File: config.mk
export PLATFORM = sky130hd
export DESIGN_NAME = l2_arbiter
export DESIGN_NICKNAME = d
export VERILOG_FILES = /design/src/rtl/xentry_pkg.sv /design/src/rtl/l2_arb_rr_picker.sv /design/src/rtl/l2_arbiter.sv
export SDC_FILE = /design/constraint.sdc
export NUM_CORES = 1
export LEC_CHECK = 0
export CAP_MARGIN = 40
export CORE_AREA = 2 2 116 118
export CTS_BUF_LIST = sky130_fd_sc_hd__clkbuf_8 sky130_fd_sc_hd__clkbuf_16
export CTS_CLUSTER_SIZE = 28
export DETAILED_ROUTE_END_ITERATION = 7
export DIE_AREA = 0 0 118 120
export MAX_ROUTING_LAYER = met4
export PLACE_DENSITY = 0.66
export SYNTH_ARGS = -nofsm -noshare
export SYNTH_HDL_FRONTEND = slang
export SYNTH_HIERARCHICAL = 1
export SYNTH_SLANG_ARGS = --single-unit
File: constraint.sdc
create_clock -name clk -period 3.1 [get_ports clk]
set_clock_uncertainty 0.1 [all_clocks]
set_input_delay 0.31 -clock clk [delete_from_list [all_inputs] [get_ports clk]]
set_output_delay 0.31 -clock clk [all_outputs]
set_load 0.01 [all_outputs]
File: src/rtl/xentry_pkg.sv
// Shared memory-side types plus the L2 arbiter state and requester indices.
package xentry_pkg;

    typedef enum logic [1:0] {
        LOAD  = 2'd0,
        STORE = 2'd1
    } memory_operation_e;

    typedef enum logic {
        ARB_IDLE = 1'b0,
        ARB_BUSY = 1'b1
    } arb_state_e;

    localparam logic ARB_REQ_IC = 1'b0;
    localparam logic ARB_REQ_DC = 1'b1;

endpackage

File: src/rtl/l2_arb_rr_picker.sv
// Two-way round-robin pick: a lone requester wins, a tie goes to the side
// that was not served last.
module l2_arb_rr_picker (
    input  logic ic_valid,
    input  logic dc_valid,
    input  logic rr_last,
    output logic winner,
    output logic any_valid
);

    assign any_valid = ic_valid | dc_valid;
    assign winner    = (ic_valid & dc_valid) ? ~rr_last : dc_valid;

endmodule

File: src/rtl/l2_arbiter.sv
// Shares the single L2 request port between icache (0) and dcache (1).
// Optional L2_ARB_LINE_LOCK_EN holds a grant for a whole cache line.
//
// state    | meaning
// ARB_IDLE | no grant; L2 port quiet, round-robin pick on any valid
// ARB_BUSY | owner's request forwarded to L2 until fulfilled/abandoned
module l2_arbiter
    import xentry_pkg::*;
#(
    parameter int XLEN      = 32,
    parameter int LINE_SIZE = 32
) (
    input  logic              clk,
    input  logic              reset,
    input  logic [XLEN-1:0]   ic_req_address,
    input  memory_operation_e ic_req_type,
    input  logic              ic_req_valid,
    input  logic [XLEN-1:0]   ic_word_to_store,
    output logic [XLEN-1:0]   ic_fetched_word,
    output logic              ic_req_fulfilled,
    input  logic [XLEN-1:0]   dc_req_address,
    input  memory_operation_e dc_req_type,
    input  logic              dc_req_valid,
    input  logic [XLEN-1:0]   dc_word_to_store,
    output logic [XLEN-1:0]   dc_fetched_word,
    output logic              dc_req_fulfilled,
    output logic [XLEN-1:0]   l2_req_address,
    output memory_operation_e l2_req_type,
    output logic              l2_req_valid,
    output logic [XLEN-1:0]   l2_word_to_store,
    input  logic [XLEN-1:0]   l2_fetched_word,
    input  logic              l2_req_fulfilled
);

    arb_state_e state;
    logic       owner;
    logic       rr_last;
    logic       pick_winner;
    logic       pick_any;
    logic       busy;
    logic       owner_valid;
    logic       fulfill_ok;

`ifdef L2_ARB_LINE_LOCK_EN
    localparam int WORDS_PER_LINE = LINE_SIZE / (XLEN / 8);
    localparam int LOCK_W = (WORDS_PER_LINE > 1) ? $clog2(WORDS_PER_LINE) : 1;
    localparam logic [LOCK_W-1:0] LOCK_LOAD = LOCK_W'(WORDS_PER_LINE - 1);
    logic [LOCK_W-1:0] lock_cnt;
`endif

    l2_arb_rr_picker u_picker (
        .ic_valid  (ic_req_valid),
        .dc_valid  (dc_req_valid),
        .rr_last   (rr_last),
        .winner    (pick_winner),
        .any_valid (pick_any)
    );

    assign busy        = (state == ARB_BUSY);
    assign owner_valid = (owner == ARB_REQ_DC) ? dc_req_valid : ic_req_valid;
    // A fulfilled landing in the reset cycle belongs to a transaction being torn down.
    assign fulfill_ok  = busy & ~reset & l2_req_fulfilled;

    assign ic_req_fulfilled = fulfill_ok & (owner == ARB_REQ_IC);
    assign dc_req_fulfilled = fulfill_ok & (owner == ARB_REQ_DC);
    assign ic_fetched_word  = l2_fetched_word;
    assign dc_fetched_word  = l2_fetched_word;

    always_comb begin
        l2_req_valid     = 1'b0;
        l2_req_address   = '0;
        l2_word_to_store = '0;
        l2_req_type      = memory_operation_e'(0);
        if (busy) begin
            l2_req_valid = owner_valid;
            if (owner == ARB_REQ_DC) begin
                l2_req_address   = dc_req_address;
                l2_word_to_store = dc_word_to_store;
                l2_req_type      = dc_req_type;
            end else begin
                l2_req_address   = ic_req_address;
                l2_word_to_store = ic_word_to_store;
                l2_req_type      = ic_req_type;
            end
        end
    end

    always_ff @(posedge clk) begin
        if (reset) begin
            state   <= ARB_IDLE;
            owner   <= ARB_REQ_IC;
            rr_last <= ARB_REQ_DC;
`ifdef L2_ARB_LINE_LOCK_EN
            lock_cnt <= '0;
`endif
        end else begin
            case (state)
                ARB_IDLE: begin
                    if (pick_any) begin
                        owner <= pick_winner;
                        state <= ARB_BUSY;
`ifdef L2_ARB_LINE_LOCK_EN
                        lock_cnt <= LOCK_LOAD;
`endif
                    end
                end
                ARB_BUSY: begin
                    if (l2_req_fulfilled) begin
`ifdef L2_ARB_LINE_LOCK_EN
                        if (lock_cnt == '0) begin
                            rr_last <= owner;
                            state   <= ARB_IDLE;
                        end else begin
                            lock_cnt <= lock_cnt - LOCK_W'(1);
                        end
`else
                        rr_last <= owner;
                        state   <= ARB_IDLE;
`endif
                    end else if (!owner_valid) begin
                        // Abandoned request: release without advancing round-robin.
                        state <= ARB_IDLE;
                    end
                end
                default: state <= ARB_IDLE;
            endcase
        end
    end

endmodule

==> flow_summary.rst <==
.. list-table::
   :header-rows: 1

   * - Metric
     - Value
   * - Outcome
     - completed
   * - Biggest area consumer among synthesized cells
     - sky130_fd_sc_hd__mux2i_1
   * - X dimension of the die
     - around 120 µm
   * - Metal3 WL
     - 603 µm
   * - Clock latency at the later pin of the worst-skew pair
     - between 0.2 and 0.25 ns
   * - Maximum clock frequency
     - between 0.3 and 0.4 GHz
   * - Count of hold buffers inserted by post-cts repair
     - 0
   * - Largest fanout on the critical path
     - between 40 and 50
   * - Cell area after technology mapping
     - approximately 0.0018 mm²
   * - Post-detailed-routing wire length
     - around 7 mm
   * - Setup repair after global routing missed its margin
     - no
   * - Relative area change from synthesis to final layout
     - 103%
   * - TritonCTS clock tree
     - built
   * - Avg WL per Cell
     - between 10 and 15 µm
   * - CP endpoint kind
     - primary output
   * - Cells after Synth
     - between 200 and 250
   * - Avg Inst Size Synth
     - 7.77 µm²
   * - Initial Util
     - 0.137
   * - Number of instances in the placed design
     - 533
   * - Count of TritonRoute iterations in the first routing pass
     - 4
   * - Routed metal-1 wire length
     - around 2.5 mm
   * - H-tree depth
     - 1
   * - Buffer type at the clock tree root
     - sky130_fd_sc_hd__clkbuf_16
   * - Final Power
     - around 0.73 mW
   * - Headroom to the max-slew limit
     - 0.522
   * - Hpwl dp
     - between 5 and 6 mm
   * - Number of vias after detailed routing
     - around 2000
   * - Postcts setup bufs
     - 0
   * - Post-detailed-route DRC marker count
     - 0
   * - Distinct cells, synth
     - 17
   * - Period minus WS final
     - 2.64 ns
   * - Final standard cell area without fillers
     - 0.00361 mm²
   * - Post-synthesis async set-or-reset flop share
     - 0
   * - Via count normalized by instance count
     - about 3.7
   * - Critical path arrival
     - 2.23 ns
   * - Required time of the critical path
     - 2.69 ns
   * - Antenna Cells
     - 0
   * - Area enclosed by the die boundary
     - approximately 0.014 mm²
   * - Routed length on met2
     - about 3.7 mm
   * - Vertical extent of the die
     - between 100 and 150 µm
   * - Worst setup path category
     - flop to primary output
   * - Max Slew Vio Count
     - 0
   * - Via count of the first global-routing pass
     - 2017
   * - Pin count of the biggest net entering global routing
     - between 40 and 50
   * - Cell Area, Placed
     - approximately 0.0035 mm²
   * - Fin cells
     - between 500 and 600
   * - Power Density
     - around 200 mW/mm²
   * - Element type at the critical path start
     - flop
   * - Setup-failing EPs final
     - 0
   * - Wire length of the first global-routing pass
     - ~11 mm
   * - Post-synth net total
     - 398
   * - Total leakage power
     - 1.20 nW
   * - Resized Gates After CTS
     - 0
   * - Synthesis-stage register bit count
     - 3
   * - Final hold violations
     - 0
   * - Number of input and output port buffers inserted
     - about 210
   * - Number of rows created at floorplan
     - 42
   * - Number of clock sinks
     - 3
   * - GR Util All Layers
     - 0.0942
   * - Synth area leaders
     - sky130_fd_sc_hd__mux2i_1 (38%), sky130_fd_sc_hd__buf_4 (27%), sky130_fd_sc_hd__nor2b_1 (24%), sky130_fd_sc_hd__dfxtp_1 (3.4%), sky130_fd_sc_hd__buf_2 (2.5%)
   * - Synth top area share
     - 0.377
   * - Share of final-layout standard cells stronger than drive strength 1
     - 0.0194
   * - ANT nets after route
     - 0
   * - Core area
     - between 0.01 and 0.015 mm²
   * - Number of enable-type register cells in the synthesized netlist
     - 0
   * - Fin util
     - 0.278
   * - Buffers from clock root to sink, at most
     - 2
   * - Summed negative setup slack over all endpoints
     - 0 ns
   * - Post-route clock period utilization
     - 0.852
   * - Count of synthesis-stage warnings from yosys
     - 6
   * - Top flip-flop cell by instance count after synthesis
     - sky130_fd_sc_hd__dfxtp_1
   * - Global placement routability congestion
     - roughly 0.75
   * - Starting DRT DRC Count
     - 31
   * - Clock transition at the register clock pins on the worst setup and hold paths after CTS
     - about 0.03 ns
   * - Number of antenna violations at the first check in global routing
     - 0
   * - Highest metal layer with signal wires
     - met4
   * - Pin slew with the least headroom to its limit
     - approximately 0.7 ns
   * - Number of CTS-inserted buffers
     - 3
   * - Net total in the final layout
     - between 500 and 600
   * - Top cells by instance count after synthesis
     - sky130_fd_sc_hd__mux2i_1 (67), sky130_fd_sc_hd__nor2b_1 (67), sky130_fd_sc_hd__buf_4 (64)
   * - Part of the Yosys area used for sequential elements
     - 0.0338
   * - Fill cell count
     - 1398
   * - Number of max-cap violations
     - 0
   * - Top Ports
     - between 300 and 400
   * - Congestion Overflow GR
     - 0
   * - Worst hold path type
     - flop to flop
   * - Maximum VDD drop
     - approximately 0.12 mV
-- worst paths after layout --
path                          end  slack, ns  cells past startpoint            startpoint
max reg2reg       busy$_SDFF_PP0_       1.41                      3    owner$_SDFFE_PP0P_
max            l2_req_address[27]       0.46                      4    owner$_SDFFE_PP0P_
min          rr_last$_SDFFE_PP1P_       0.36                      1  rr_last$_SDFFE_PP1P_
min reg2reg  rr_last$_SDFFE_PP1P_       0.36                      1  rr_last$_SDFFE_PP1P_
-- per-stage QoR --
stage	hold WS, ns	worst slack [ns]
final	0.362	0.457
after global routing	0.401	0.334
after CTS	0.364	0.388
after detailed placement	0.357	0.624
after global placement	0.349	0.642
after floorplan	0.279	1.68
-- kinds of logic after synthesis --
logic type	share of synthesized area
compound gates	0.0148
mux	0.377
simple gates	0.267
buf+inv	0.308
flops	0.0338
-- power breakdown --
part	internal [mW]	total [mW]	switching, mW
clock	0.166	0.201	0.0347
sequential	0.0418	0.0661	0.0243
combinational	0.324	0.462	0.138
total	0.532	0.729	0.197
-- worst max-delay path, stage by stage, from the launching register on --
cell                              delay, ns
sky130_fd_sc_hd__dfxtp_4               0.80
sky130_fd_sc_hd__buf_12                0.31
sky130_fd_sc_hd__mux2i_1               0.31
sky130_fd_sc_hd__nor2b_1               0.09
sky130_fd_sc_hd__clkdlybuf4s50_1       0.49
-- routing by layer --
metal,global-route usage,up-vias
met1,0.0929,855
met5,-,-
met2,0.176,127
met4,0.0467,0
li1,-,955
met3,0.0195,35
-- flip-flops by register name, summed over array words and instances (netlist names) --
signal   count
busy         1
owner        1
rr_last      1
-- cell type report --
cell class / instances / area [µm²] / area share
Timing Repair Buffer: 207 / 2080 / 0.575
Clock inverter: 1 / 3.75 / 0.00104
Sequential cell: 3 / 65.1 / 0.0180
Tap cell: 176 / 220 / 0.0609
Multi-Input combinational cell: 147 / 1170 / 0.324
Clock buffer: 3 / 75.1 / 0.0208
-- cell usage in the layout, fill, tap and decap left out, types with 2 or more instances in the layout --
cell type and n:
sky130_fd_sc_hd__clkdlybuf4s50_1 205, sky130_fd_sc_hd__mux2i_1 67, sky130_fd_sc_hd__nor2b_1 67, sky130_fd_sc_hd__clkbuf_16 3
sky130_fd_sc_hd__nand2_1 2, sky130_fd_sc_hd__a21oi_1 2
(Power assumes the default switching activity.)
